[config.mk]
export PLATFORM = sky130hd
export DESIGN_NAME = uart_tx_frame
export DESIGN_NICKNAME = d
export VERILOG_FILES = /design/src/rtl/uart_tx_frame.sv
export SDC_FILE = /design/constraint.sdc
export NUM_CORES = 1
export LEC_CHECK = 0
export CAP_MARGIN = 20
export CORE_MARGIN = 3
export CORE_UTILIZATION = 45
export CTS_BUF_LIST = sky130_fd_sc_hd__clkbuf_2
export DETAILED_ROUTE_END_ITERATION = 16
export DONT_BUFFER_PORTS = 1
export GPL_TIMING_DRIVEN = 0
export SLEW_MARGIN = 25
export SYNTH_ARGS = -nofsm -noshare
export SYNTH_HDL_FRONTEND = slang
export SYNTH_SLANG_ARGS = --single-unit
export TNS_END_PERCENT = 100
[constraint.sdc]
create_clock -name baud_clk -period 3 [get_ports baud_clk]
set_input_delay 0.6 -clock baud_clk [delete_from_list [all_inputs] [get_ports baud_clk]]
set_output_delay 0.6 -clock baud_clk [all_outputs]
set_load 0.1 [all_outputs]
[src/rtl/uart_tx_frame.sv]
// FIFO-buffered UART transmitter: 5..9 data bits, selectable parity per word, 1 or 2 stop bits.
// Frames are sent back-to-back with no idle bit while words are waiting in the FIFO.
module uart_tx_frame #(
    parameter int DATA_BITS  = 8,
    parameter int STOP_BITS  = 1,
    parameter int FIFO_DEPTH = 4,
    localparam int AW        = $clog2(FIFO_DEPTH)
) (
    input  logic                 baud_clk,
    input  logic                 reset_n,
    input  logic                 tx_valid,
    output logic                 tx_ready,
    input  logic [DATA_BITS-1:0] tx_data,
    input  logic [1:0]           parity_mode,
    output logic                 data_tx,
    output logic                 active_flag,
    output logic                 done_flag,
    output logic [AW:0]          fifo_level
);

    localparam int             EW         = DATA_BITS + 2;
    localparam logic [AW:0]    FULL_LEVEL = (AW+1)'(FIFO_DEPTH);
    localparam logic [3:0]     LAST_BIT   = 4'(DATA_BITS - 1);
    localparam logic           LAST_STOP  = 1'(STOP_BITS - 1);

    typedef enum logic [2:0] {IDLE, START, DATA, PARITY, STOP} state_t;

    logic [EW-1:0]        mem [FIFO_DEPTH];
    logic [AW-1:0]        wr_ptr;
    logic [AW-1:0]        rd_ptr;
    logic [AW:0]          level;
    logic                 push;
    logic                 pop;
    logic                 frame_end;
    logic [EW-1:0]        head;
    logic [DATA_BITS-1:0] head_data;
    logic [1:0]           head_mode;

    state_t               state;
    logic [DATA_BITS-1:0] shift;
    logic [3:0]           bit_cnt;
    logic                 stop_cnt;
    logic                 par_bit;
    logic                 par_en;

    function automatic logic parity_of(input logic [DATA_BITS-1:0] d, input logic [1:0] m);
        case (m)
            2'b01:   return ^d;
            2'b10:   return ~^d;
            default: return 1'b1;
        endcase
    endfunction

    assign tx_ready   = (level != FULL_LEVEL);
    assign fifo_level = level;
    assign push       = tx_valid && tx_ready;
    assign head       = mem[rd_ptr];
    assign head_data  = head[DATA_BITS-1:0];
    assign head_mode  = head[EW-1 -: 2];
    assign frame_end  = (state == STOP) && (stop_cnt == LAST_STOP);
    // Pop only from registered occupancy, so a freshly pushed word waits one edge.
    assign pop        = (level != '0) && ((state == IDLE) || frame_end);

    always_ff @(posedge baud_clk) begin
        if (push) begin
            mem[wr_ptr] <= {parity_mode, tx_data};
        end
    end

    always_ff @(posedge baud_clk or negedge reset_n) begin
        if (!reset_n) begin
            wr_ptr <= '0;
            rd_ptr <= '0;
            level  <= '0;
        end else begin
            if (push) wr_ptr <= wr_ptr + 1'b1;
            if (pop)  rd_ptr <= rd_ptr + 1'b1;
            case ({push, pop})
                2'b10:   level <= level + 1'b1;
                2'b01:   level <= level - 1'b1;
                default: level <= level;
            endcase
        end
    end

    always_ff @(posedge baud_clk or negedge reset_n) begin
        if (!reset_n) begin
            state       <= IDLE;
            data_tx     <= 1'b1;
            active_flag <= 1'b0;
            done_flag   <= 1'b0;
            shift       <= '0;
            bit_cnt     <= '0;
            stop_cnt    <= 1'b0;
            par_bit     <= 1'b0;
            par_en      <= 1'b0;
        end else begin
            done_flag <= frame_end;
            if (pop) begin
                // Load the next word from IDLE or straight out of the last stop bit.
                state       <= START;
                data_tx     <= 1'b0;
                active_flag <= 1'b1;
                shift       <= head_data;
                par_bit     <= parity_of(head_data, head_mode);
                par_en      <= (head_mode != 2'b00);
                bit_cnt     <= '0;
                stop_cnt    <= 1'b0;
            end else begin
                case (state)
                    IDLE: begin
                        data_tx     <= 1'b1;
                        active_flag <= 1'b0;
                    end
                    START: begin
                        state   <= DATA;
                        data_tx <= shift[0];
                        shift   <= shift >> 1;
                        bit_cnt <= '0;
                    end
                    DATA: begin
                        if (bit_cnt == LAST_BIT) begin
                            if (par_en) begin
                                state   <= PARITY;
                                data_tx <= par_bit;
                            end else begin
                                state    <= STOP;
                                data_tx  <= 1'b1;
                                stop_cnt <= 1'b0;
                            end
                        end else begin
                            data_tx <= shift[0];
                            shift   <= shift >> 1;
                            bit_cnt <= bit_cnt + 1'b1;
                        end
                    end
                    PARITY: begin
                        state    <= STOP;
                        data_tx  <= 1'b1;
                        stop_cnt <= 1'b0;
                    end
                    STOP: begin
                        if (stop_cnt == LAST_STOP) begin
                            state       <= IDLE;
                            data_tx     <= 1'b1;
                            active_flag <= 1'b0;
                        end else begin
                            stop_cnt <= stop_cnt + 1'b1;
                        end
                    end
                    default: begin
                        state       <= IDLE;
                        data_tx     <= 1'b1;
                        active_flag <= 1'b0;
                    end
                endcase
            end
        end
    end

endmodule

==> metrics.yaml <==
run_status:
  run_status: "finished, final reports clean"
synth:
  synth_top_area_share_pct: 41.40
  syn_area_um2: 2902
  ys_seq_area_share_pct: 64.73
  syn_nets: 216
  postSynthCellCount: 193
  synth.avg_cell_area_um2: 15.03
  ys_top_cells_by_area: "edfxtp_1 41%, dfrtp_1 22%, mux4_2 4.7%, ha_1 3.9%, mux4_1 3.6%"
  synth_top_area_cell: "edfxtp_1"
  synth_seq_cells: 67
  yosys.cell_types.count: 33
  yosysWarningCount: 0
timing:
  fmax_mhz: 365.0
  min_period_ns: 2.740
  finalCritPeriodShare_pct: 91.33
  rsz0062_at_grt: "false"
  tightest_slew_ns: 0.8865
  drv_slew: 0
  setup_viol: 0
  timing.final.hold_violations: 0
  fin_skew_ns: 0.01116
  worst_slack_ns: 0.2601
  relSlewSlack_pct: 40.90
worst_setup_path:
  critical_path_arrival_ns: 3.13
  cp-end-kind: "register"
  crit_slowest_cell: "dfrtp_4"
  crit_chain: "nor3_1, nor3_4, clkbuf_2, ha_1, inv_1, fa_1, xor2_1, nor2_1, xor2_1"
  cp.required_ns: 3.39
  crit_fanout: 10
  startpoint_type: "register"
  max_stage_delay_ns: 0.69
  crit_family: "flip-flops"
  crit_top_cell: "xor2_1"
  cp_num_buf_inv: 2
  crit_type: "register to register"
layout:
  final_util_pct: 52.28
  area_growth_pct: 9.832
  antennaDiodeCount: 0
  register_area_um2: 1889
  final_cells: 286
  drive_gt1_share_pct: 16.11
  multi_input_area_um2: 972.2
  fin_nets: 229
  design_area_um2: 3187
  fillCellCount: 515
floorplan:
  die_area_um2: 7448
  die_w_um: 86.30
  initial_core_util_pct: 47.60
  io_pins: 20
  fp.dieH_um: 86.30
  core_um2: 6096
  rows: 28
place:
  dp.cells: 268
  placed_cell_area_um2: 3012
  io_buffers: 0
  dp_hpwl_um: 3318
  gp_congestion: 0.6903
  place_ws_ns: -0.1863
clock_tree:
  clk_pin_slew_ns: 0.18
  htree_levels: 3
  numClockSinks: 67
  clockBufferDepth: 2
  cts_buffers: 9
  cts_tree: "built"
  insertion_delay_ns: 0.45
  cts-root-buf: "clkbuf_2"
drt:
  drt_iter0_drc: 56
  routed_via_density: 5.392
  routed_wl_um: 4791
  vias: 1542
  drc: 0
  dr.pass1.iters: 4
  detail-route-antenna-nets: 0
  wl_per_cell_um: 16.75
hold_path:
  hold_path.class: "input pin to register"
job:
  drv_cap: 0
global_routing:
  grt_pass1_vias: 1647
  antenna_found_initial: 0
  grt_max_degree: 28
  grt_pass1_wl_um: 7893
  overflow: 0
  gr-usage-all-layers_pct: 14.11
==> worst register-to-register path: stages (launching register included) <==
cell	delay, ns
dfrtp_4	0.69
nor3_1	0.16
nor3_4	0.38
clkbuf_2	0.34
ha_1	0.23
inv_1	0.06
fa_1	0.38
xor2_1	0.15
nor2_1	0.11
xor2_1	0.17
==> cell families after synthesis <==
logic type      synth area share, %
fa+ha+maj                     4.571
buf+inv                       2.415
flops                         64.73
mux                           11.38
xor+xnor                      4.226
compound gates                4.744
simple gates                  7.934
==> worst paths after layout <==
path,from,to,slack (ns),cells past startpoint
hold reg to reg,shift[6],shift[6],0.51,2
max in group asynchronous,reset_n,data_tx,2.19,2
min in group asynchronous,reset_n,state[2],0.58,2
setup reg to reg,fifo_level[2],fifo_level[2],0.26,9
hold / removal,tx_data[4],mem[2][4],0.23,0
setup / recovery,fifo_level[2],fifo_level[2],0.26,9
==> synthesized netlist by cell type (all sizes together) <==
master and count:
a211o 1, a21oi 2, a22o 3, a31oi 1
and2 2, and3 5, buf 1, clkbuf 5
dfrtp 26, dfstp 1, edfxtp 40, fa 1
ha 9, inv 8, mux2i 9, mux4 10
nand2 15, nand2b 1, nand3 3, nor2 7
nor2b 3, nor3 5, nor3b 2, nor4 1
o211ai 1, o21ai 14, o31a 1, or2 2
xnor2 10, xor2 4
==> through the flow <==
stage	TNS [ns]	hold slack (ns)
finish	0	0.2312
global route	0	0.1555
CTS	0	0.1819
detailed placement	-0.1863	0.3051
global placement	-0.09384	0.3051
floorplan	0	0.3044
==> sequential cells by signal, indices dropped and copies added, names as in the netlist <==
signal       cells
wr_ptr           2
data_tx          1
par_bit          1
bit_cnt          4
par_en           1
done_flag        1
fifo_level       3
shift            8
rd_ptr           2
mem             40
active_flag      1
state            3
==> per-layer routing <==
metal | share of wire, % | global-route usage (%)
met3 | 4.4 | 3.707
met2 | 53 | 23.83
met5 | 0 | 0
met4 | 1.1 | 6.516
met1 | 41 | 16.94
==> cell usage in the layout (no fill, tap or decap), types with 4 or more instances in the layout <==
master / synthesis / layout
mux4_1: 4 / 4
dfrtp_1: 26 / 23
edfxtp_1: 40 / 40
clkbuf_2: 0 / 11
o21ai_0: 14 / 14
and3_1: 5 / 5
xor2_1: 4 / 4
inv_1: 8 / 8
nor3_1: 4 / 4
nand2_1: 15 / 15
ha_1: 9 / 9
xnor2_1: 10 / 10
mux4_2: 6 / 6
clkinv_2: 0 / 4
mux2i_1: 9 / 9
nor2_1: 7 / 7
==> area by class of cell <==
type,count,share of cell area (%)
Sequential cell,67,59.29
Multi-Input combinational cell,112,30.51
Tap cell,75,2.945
Clock inverter,6,2.513
Clock buffer,10,1.570
Buffer,6,1.296
Timing Repair Buffer,2,0.9423
Inverter,8,0.9423
==> repair_timing <==
| action | in CTS | in global routing |
|---|---|---|
| endpoints found under the hold margin | 27 | 0 |
| cloned | 0 | 0 |
| hold buffers | 2 | 0 |
| gates resized for setup | 4 | 2 |
| setup endpoints to repair | 2 | 1 |
| buffers inserted | 0 | 0 |
Power is not shown: default switching activity piles up to over one toggle a cycle in this logic, so the estimate is an artifact.
